<file path="config.mk">
export PLATFORM = sky130hd
export DESIGN_NAME = gen_mode_pipe
export DESIGN_NICKNAME = d
export VERILOG_FILES = /design/src/rtl/gen_mode_pipe.sv
export SDC_FILE = /design/constraint.sdc
export NUM_CORES = 1
export LEC_CHECK = 0
export ABC_AREA = 1
export CAP_MARGIN = 20
export CORE_MARGIN = 3
export CORE_UTILIZATION = 50
export DETAILED_ROUTE_END_ITERATION = 10
export HOLD_SLACK_MARGIN = 0.12
export PLACE_DENSITY = 0.81
export SETUP_SLACK_MARGIN = 0.05
export SYNTH_ARGS = -nofsm -noshare
export SYNTH_HDL_FRONTEND = slang
export SYNTH_SLANG_ARGS = --single-unit
export TNS_END_PERCENT = 50
</file>
<file path="constraint.sdc">
create_clock -name clk -period 4.15 [get_ports clk]
set_input_delay 0.6225 -clock clk [delete_from_list [all_inputs] [get_ports clk]]
set_output_delay 0.6225 -clock clk [all_outputs]
set_load 0.01 [all_outputs]
</file>
<file path="src/rtl/gen_mode_pipe.sv">
// Valid/ready pipeline of STAGES registers with one elaboration-time transform on the input side.
// Latency STAGES cycles (0 = combinational bypass); empty stages fill even when downstream stalls.
module gen_mode_pipe #(
   parameter int WIDTH  = 8,
   parameter int STAGES = 2,
   parameter int MODE   = 0,
   parameter int SHIFT  = 1,
   parameter int OFFSET = 1
) (
   input  logic             clk,
   input  logic             rst_n,
   input  logic             flush,
   input  logic             in_valid,
   input  logic [WIDTH-1:0] in_data,
   output logic             in_ready,
   output logic             out_valid,
   output logic [WIDTH-1:0] out_data,
   input  logic             out_ready,
   output logic [15:0]      xfer_cnt
);

   logic [WIDTH-1:0] f_dat;
   logic             out_fire;

   generate
      if (MODE == 0) begin : g_pass
         assign f_dat = in_data;
      end else if (MODE == 1) begin : g_inv
         assign f_dat = ~in_data;
      end else if (MODE == 2) begin : g_shl
         assign f_dat = in_data << SHIFT;
      end else if (MODE == 3) begin : g_sat
         localparam logic [WIDTH-1:0] OFS = OFFSET[WIDTH-1:0];
         logic [WIDTH:0] sum;
         assign sum   = {1'b0, in_data} + {1'b0, OFS};
         assign f_dat = sum[WIDTH] ? {WIDTH{1'b1}} : sum[WIDTH-1:0];
      end else begin : g_zero
         logic unused_in;
         assign unused_in = ^in_data;
         assign f_dat     = '0;
      end
   endgenerate

   generate
      if (STAGES == 0) begin : g_bypass
         assign out_valid = in_valid & rst_n;
         assign out_data  = f_dat;
         assign in_ready  = out_ready & ~flush & rst_n;
      end else begin : g_pipe
         logic [STAGES-1:0] vld;
         logic [WIDTH-1:0]  dat [STAGES];
         logic [STAGES-1:0] load;
         logic [STAGES-1:0] up_vld;
         logic [WIDTH-1:0]  up_dat [STAGES];
         logic              rdy;

         // A stage loads when empty or when everything downstream of it can move.
         always_comb begin
            load = '0;
            rdy  = out_ready;
            for (int i = STAGES - 1; i >= 0; i--) begin
               load[i] = ~vld[i] | rdy;
               rdy     = load[i];
            end
         end

         always_comb begin
            up_vld    = '0;
            up_dat    = '{default: '0};
            up_vld[0] = in_valid;
            up_dat[0] = f_dat;
            for (int i = 1; i < STAGES; i++) begin
               up_vld[i] = vld[i-1];
               up_dat[i] = dat[i-1];
            end
         end

         always_ff @(posedge clk) begin
            if (!rst_n) begin
               vld <= '0;
               for (int i = 0; i < STAGES; i++) begin
                  dat[i] <= '0;
               end
            end else if (flush) begin
               vld <= '0;
            end else begin
               for (int i = 0; i < STAGES; i++) begin
                  if (load[i]) begin
                     vld[i] <= up_vld[i];
                     dat[i] <= up_dat[i];
                  end
               end
            end
         end

         assign in_ready  = load[0] & ~flush & rst_n;
         assign out_valid = vld[STAGES-1];
         assign out_data  = dat[STAGES-1];
      end
   endgenerate

   assign out_fire = out_valid & out_ready;

   always_ff @(posedge clk) begin
      if (!rst_n) begin
         xfer_cnt <= '0;
      end else if (out_fire) begin
         xfer_cnt <= xfer_cnt + 16'd1;
      end
   end

endmodule

</file>
# Word-level counts from Yosys, hierarchy flattened
# Memories as Yosys holds them, arrays and structs flattened.
# Index checks and enable logic that the tools add are counted.
[totals] regBits=18 word_cells=28 memories=1 input_bits=13 out_inout_bits=26 ramBits=16
[classes] muxes=11 bitwise_logic=11 addsub=1 n_reduce_logical=1
[memory_table] name="g_pipe.dat" words=2 word_bits=8 read_ports=2 rd_ports_with_merged_regs=0 write_ports=2 line="51" rtl="logic [WIDTH-1:0] dat [STAGES];"
[ops] operator="16-bit by 1-bit adder with 16-bit output, second input constant" count=1
[ops] operator="8-bit two-way mux" count=2
[ops] operator="1-bit two-way mux" count=9
[ops] operator="1-bit NOT" count=4
[ops] operator="1-bit bitwise OR" count=4
[ops] operator="1-bit AND" count=3
[ops] operator="2-bit OR reduction" count=1

# Longest topological paths before layout
# Gate-level depths: netlist (run 1).
[logic_depth] word_depth=8 mapped_depth=8 depth_no_buf=8

# Worst setup path before layout (run 1)
# No wires, ideal clock.
[synth_timing] path_kind="in2out" startpoint="input out_ready" endpoint="output in_ready" t_arrival_ns=1.186 path_buffers=1 slack_ns=2.342 stages=5 cell_sequence="nor2_2 nand2_1 nand2_4 buf_6 inv_1"
[synth_between] elab_chain_len=4
[synth_rtl] element="from (decl)" line="18" rtl="input logic out_ready,"
[synth_rtl] element="1-bit bitwise OR (2 in series)" line="62" rtl="load[i] = ~vld[i] | rdy;"
[synth_rtl] element="1-bit AND (2 in series)" line="96" rtl="assign in_ready = load[0] & ~flush & rst_n;"
[synth_rtl] element="to (decl)" line="15" rtl="output logic in_ready,"
# Every way passes these cells.

# Worst setup path in the final report (run 1)
[layout_timing] startpoint="input rst_n" endpoint="output in_ready"
[layout_between] elab_chain_len=1
[layout_rtl] element="from (decl)" line="11" rtl="input logic rst_n,"
[layout_rtl] element="1-bit AND" line="96"
# Every way passes these cells.

==> run_results.csv, run 1 <==
group,metric,value,unit
run_status,outcome,"finished clean",
timing,hold_viol,0,
critical_path,cp-start-kind,"input pin",
logic_synthesis,synth_area,1650,um2
min_path,whs_path_depth,2,
logic_synthesis,netlist_instances,192,
power,p_leak,0.853,nW
logic_synthesis,synth_most_common_cell,"inv_1",
logic_synthesis,async_flop_share,0,%
placement,dp_hpwl,2110,um
job,drv_cap,0,
power,power_density,290,nW/um2
grt,antenna_found_initial,0,
cts,clk_latency,0.32,ns
cts,cts_tree,"done",
grt,grt_pass1_vias,1059,
critical_path,rrSetupSlack,2.71,ns
min_path,hold_path_class,"reg -> reg",
min_path,hp-start,"xfer_cnt[10]",
critical_path,cp_cell_sequence,"clkdlybuf4s50_1 > buf_4 > inv_1 > nor2_4 > nand2_4 > inv_1 > clkdlybuf4s50_1",
cells_and_area,drive_gt1_share,13.9,%
cts,ctsHoldBuffers,0,
cts,clk_pin_slew_worst_paths,0.09,ns
cts,root_buffer,"clkbuf_4",
cells_and_area,fin_nets,243,
critical_path,worstPathRequired,3.53,ns
detailed_routing,vias_per_cell,4.43,
timing,fmax,343,MHz
logic_synthesis,syn_nets,206,
detailed_routing,drc_errors,0,
floorplan,dieArea,4020,um2
detailed_routing,wl_per_cell,9.85,um
logic_synthesis,yosysSeqAreaShare,51.0,%
logic_synthesis,yosys_register_bits,34,
cts,cts_setup_buffers,0,
floorplan,initial_core_util,53.1,%
detailed_routing,vias,1214,
critical_path,worstReg2RegEnd,"xfer_cnt[12]",
timing,fin_crit_sh,70.3,%
grt,grt_pass1_wl,4690,um
timing,finalSetupTns,0,ns
cts,htreeDepth,2,
logic_synthesis,yosys.area.top_type,"edfxtp_1",
placement,portBuffers,38,
floorplan,core_area,3100,um2
placement,dpl.cell_count,265,
min_path,holdPathEnd,"xfer_cnt[10]",
floorplan,top_level_ports,39,
floorplan,row_count,20,
cts,clock_tree.buffer_depth,2,
logic_synthesis,ys.flop_type,"dfxtp_1",
cells_and_area,syn_to_final_growth,25.7,%
detailed_routing,drt-pass1-iter-count,4,
cts,clock-sinks,34,
logic_synthesis,yosysTopAreaCellShare,29.1,%
critical_path,cpPeakStageDelay,0.52,ns
cells_and_area,fillers,260,
critical_path,r2r_cells,8,
floorplan,die_w,63.4,um
placement,place_congestion,0.816,
logic_synthesis,synth_warnings,0,
power,ir_drop,0.185,mV
timing,relSlewSlack,80.0,%
timing,fin_crit,2.92,ns
timing,grt_setup_unrepaired,"false",
grt,grt_max_degree,18,
critical_path,crit_slowest_cell,"clkdlybuf4s50_1",
logic_synthesis,synth_cell_types,27,
timing,clock-skew-final,0.00790,ns
logic_synthesis,ys_top_cells_by_count,"inv_1, nor2_1, nand2_1",
timing,drv_slew,0,
critical_path,arrival,2.30,ns
critical_path,reg2reg_from,"xfer_cnt[0]",
logic_synthesis,synth_edf_count,16,
critical_path,worstSetupPathType,"in -> out",
timing,worstMarginPinSlew,0.299,ns
detailed_routing,drtIter0Drc,76,
timing,setup_violations,0,
cts,cts-buffers-inserted,5,
cts,cts.repair.resized,0,
critical_path,cp-end-kind,"output pin",
cells_and_area,diodes,0,
grt,grt_use_total,15.1,%
detailed_routing,wirelength,2700,um
floorplan,die_h,63.4,um
detailed_routing,ant_nets,0,
critical_path,crit_fanout,17,
logic_synthesis,synth_top_cells_by_area,"edfxtp_1, dfxtp_1, inv_1",
cells_and_area,final_cells,274,
logic_synthesis,postSynthAreaPerCell,8.59,um2
grt,grt.overflow.total,0,
==> state kept, by name, summed over array words and instances, names as in the netlist <==
register    cells
xfer_cnt       16
g_pipe.vld      2
g_pipe.dat     16
==> layer usage <==
metal	vias to the layer above	routed length, um	global-route usage [%]
li1	662	-	-
met1	522	1320	20.5
met2	28	1230	22.0
met3	2	127	4.99
met4	0	18	6.47
met5	-	0	0
==> layout by cell type, fill, tap and decap left out <==
cell type / n
a211oi_1: 1
a21oi_1: 9
buf_4: 1
clkbuf_1: 2
clkbuf_4: 6
clkbuf_8: 1
clkdlybuf4s50_1: 38
clkinv_2: 1
dfxtp_1: 18
edfxtp_1: 16
ha_1: 1
inv_1: 37
nand2_1: 26
nand2_2: 1
nand2_4: 2
nand3_1: 5
nand3_2: 3
nand4_1: 2
nand4_2: 1
nor2_1: 33
nor2_2: 12
nor2_4: 2
nor2_8: 1
nor3_1: 2
nor3_2: 1
o21a_1: 1
o21ai_0: 2
o21ai_1: 4
xor2_1: 1
==> cell families after synthesis <==
kind of cell	Yosys count	synth area share [%]
XOR/XNOR	1	0.531
adder cells (fa/ha/maj)	1	0.759
flip-flops	34	51.0
buffers and inverters	48	13.9
AO/OA/AOI/OAI	17	5.46
AND/OR/NAND/NOR	91	28.4
==> critical path, delay by kind of cell <==
family / cells / cell delay (ns)
buffers and inverters: 5 / 1.38
and+or+nand+nor: 2 / 0.28
==> worst max-delay path by stage <==
stage | from | to | cells past startpoint
final | rst_n | in_ready | 7
after CTS | rst_n | in_ready | 7
after detailed placement | rst_n | in_ready | 7
after floorplan | out_ready | in_ready | 5
after global placement | rst_n | in_ready | 7
after global routing | rst_n | in_ready | 7
==> power by group <==
part / switching (mW) / internal, mW
registers: 0.00342 / 0.363
clock network: 0.0995 / 0.0836
logic: 0.0248 / 0.0275
==> cell type report <==
type                    instances  area, um2  share of cell area (%)
clock buffers                   8       58.8                    2.84
inverters                      38        144                    6.94
multi-input cells             110        579                    27.9
flip-flops and latches         34        841                    40.6
well taps                      44       55.1                    2.66
repair buffers                 40        395                    19.1
==> metrics by stage <==
stage	hold slack [ns]	cell area, um2	power (mW)	util (%)	setup WS, ns
after floorplan	0.441	1650	0.405	-	2.34
after global placement	0.465	2010	0.425	64.7	1.24
after detailed placement	0.468	2010	0.426	64.7	1.23
after CTS	0.496	2070	0.606	66.6	1.22
after global routing	0.530	2070	0.627	66.8	1.12
final	0.491	2070	0.601	66.8	1.23
No activity file was read; power rests on OpenSTA's default activity.
==> inputs of run 2 (changes only) <==
--- a/config.mk
+++ b/config.mk
@@ -8,10 +8,10 @@
 export ABC_AREA = 1
 export CAP_MARGIN = 20
 export CORE_MARGIN = 3
-export CORE_UTILIZATION = 50
+export CORE_UTILIZATION = 49
 export DETAILED_ROUTE_END_ITERATION = 10
 export HOLD_SLACK_MARGIN = 0.12
-export PLACE_DENSITY = 0.81
+export PLACE_DENSITY = 0.8
 export SETUP_SLACK_MARGIN = 0.05
 export SYNTH_ARGS = -nofsm -noshare
 export SYNTH_HDL_FRONTEND = slang
==> constraint.sdc (replaced) <==
create_clock -name clk -period 2.87 [get_ports clk]
set_input_delay 0.4305 -clock clk [delete_from_list [all_inputs] [get_ports clk]]
set_output_delay 0.4305 -clock clk [all_outputs]
set_load 0.01 [all_outputs]
==> run 2 against run 1 <==
Net effect:
- critical endpoint unchanged
- via count up 2.1%
- non-clock buffer count up 1
- final cell count up 0.36%
- count of clock-buffer cells in the layout down 3
==> run_results.csv, run 2 (synthesis gave the netlist of run 1 again) <==
group,metric,value,unit
timing,fin_crit,2.27,ns
grt,grt_pass1_wl,5070,um
placement,dp_hpwl,2260,um
cells_and_area,syn_to_final_growth,25.9,%
timing,relSlewSlack,78.7,%
min_path,hold_path_class,"reg -> reg",
cells_and_area,fillers,263,
cells_and_area,fin_nets,244,
timing,hold_viol,0,
floorplan,die_h,64.0,um
placement,portBuffers,38,
cells_and_area,reg_top3,"g_pipe.dat (16), xfer_cnt (16), g_pipe.vld (2)",
timing,grt_setup_unrepaired,"false",
critical_path,arrival,1.84,ns
floorplan,initial_core_util,52.7,%
cts,cts-buffers-inserted,5,
detailed_routing,vias,1239,
placement,dpl.cell_count,267,
floorplan,die_w,64.0,um
grt,grt_use_total,16.3,%
grt,antenna_found_initial,0,
timing,finalSetupTns,0,ns
critical_path,cp-start-kind,"input pin",
timing,setup_violations,0,
placement,place_congestion,0.863,
timing,hold_slack,0.481,ns
detailed_routing,drt-pass1-iter-count,4,
cells_and_area,post-route-util,66.4,%
cells_and_area,final_cells,275,
detailed_routing,drc_errors,0,
min_path,holdPathEnd,"xfer_cnt[10]",
detailed_routing,vias_per_cell,4.51,
cells_and_area,drive_gt1_share,14.7,%
floorplan,top_level_ports,39,
critical_path,worstSetupPathType,"in -> out",
floorplan,dieArea,4100,um2
grt,grt_max_degree,17,
power,ir_drop,0.238,mV
cts,ctsHoldBuffers,0,
cells_and_area,mostFrequentLayoutCells,"clkdlybuf4s50_1, inv_1, nor2_1",
critical_path,cp-end-kind,"output pin",
timing,clock-skew-final,0.0153,ns
cts,htreeDepth,2,
cts,clk_pin_slew_worst_paths,0.10,ns
run_status,outcome,"finished clean",
detailed_routing,wirelength,2950,um
critical_path,rrSetupSlack,1.47,ns
detailed_routing,wl_per_cell,10.7,um
cts,clk_latency,0.35,ns
timing,fin_crit_sh,79.2,%
critical_path,worstPathRequired,2.44,ns
grt,grt_pass1_vias,1101,
grt,grt.overflow.total,0,
cts,cts.repair.resized,0,
min_path,hp-start,"xfer_cnt[10]",
cells_and_area,final_common_cell,"clkdlybuf4s50_1",
critical_path,worstReg2RegEnd,"xfer_cnt[14]",
cts,cts_tree,"done",
critical_path,reg2reg_from,"xfer_cnt[0]",
cts,clock-sinks,34,
timing,worstMarginPinSlew,0.319,ns
cts,cts_setup_buffers,0,
detailed_routing,drtIter0Drc,78,
power,p_leak,0.854,nW
cts,clock_tree.buffer_depth,2,
floorplan,core_area,3130,um2
detailed_routing,ant_nets,0,
critical_path,crit_fanout,3,
min_path,whs_path_depth,2,
critical_path,r2r_cells,6,
cells_and_area,diodes,0,
job,drv_cap,0,
floorplan,row_count,20,
timing,drv_slew,0,
power,power_density,415,nW/um2
cts,root_buffer,"clkbuf_4",
timing,fmax,440,MHz
[run 2: changes by cell type in the layout (fill, tap and decap cells not counted)]
cell        delta
clkbuf_1       -2
buf_4          +2
clkbuf_4       -1
clkinvlp_4     +1
clkinv_2       +1
clkbuf_8       -1
clkinv_1       +1
[run 2: metal layers]
layer | global-route usage (%) | part of all wire (%) | routed length [um]
met1 | 21.3 | 47 | 1380
met2 | 23.7 | 44 | 1310
met3 | 5.80 | 5.9 | 174
met4 | 8.09 | 2.6 | 78
met5 | 0 | 0 | 0
[run 2: where the power goes]
part           internal, mW  total, mW  switching [mW]
clock                0.0909      0.255           0.164
combinational        0.0408     0.0781          0.0374
sequential            0.524      0.529         0.00485
total                 0.656      0.862           0.206
[run 2: cell type report]
cell class              instances  area, um2  area share (%)
clock buffers                   5       37.5            1.81
clock inverters                 3       16.3           0.784
inverters                      38        144            6.93
multi-input cells             110        579            27.9
flip-flops and latches         34        841            40.5
well taps                      44       55.1            2.65
repair buffers                 41        403            19.4
[run 2: how the worst max path moves through the flow]
| stage | start | to |
|---|---|---|
| after global routing | out_ready | in_ready |
| final | out_ready | in_ready |
| after detailed placement | out_ready | in_ready |
| after CTS | out_ready | in_ready |
| after floorplan | g_pipe.vld[1] | g_pipe.dat[0][10] |
| after global placement | out_ready | in_ready |
[run 2: worst max-delay path, stage by stage]
cell and delay (ns):
clkdlybuf4s50_1 0.55, nor2_2 0.08, nand2_1 0.15, nand2_4 0.06, inv_1 0.05, clkdlybuf4s50_1 0.52
[run 2: stage by stage]
step	setup WS, ns	power, mW	cell area (um2)
floorplan	1.39	0.586	1650
global placement	0.617	0.617	2020
detailed placement	0.590	0.620	2020
CTS	0.585	0.871	2080
global route	0.521	0.899	2080
finish	0.597	0.862	2080
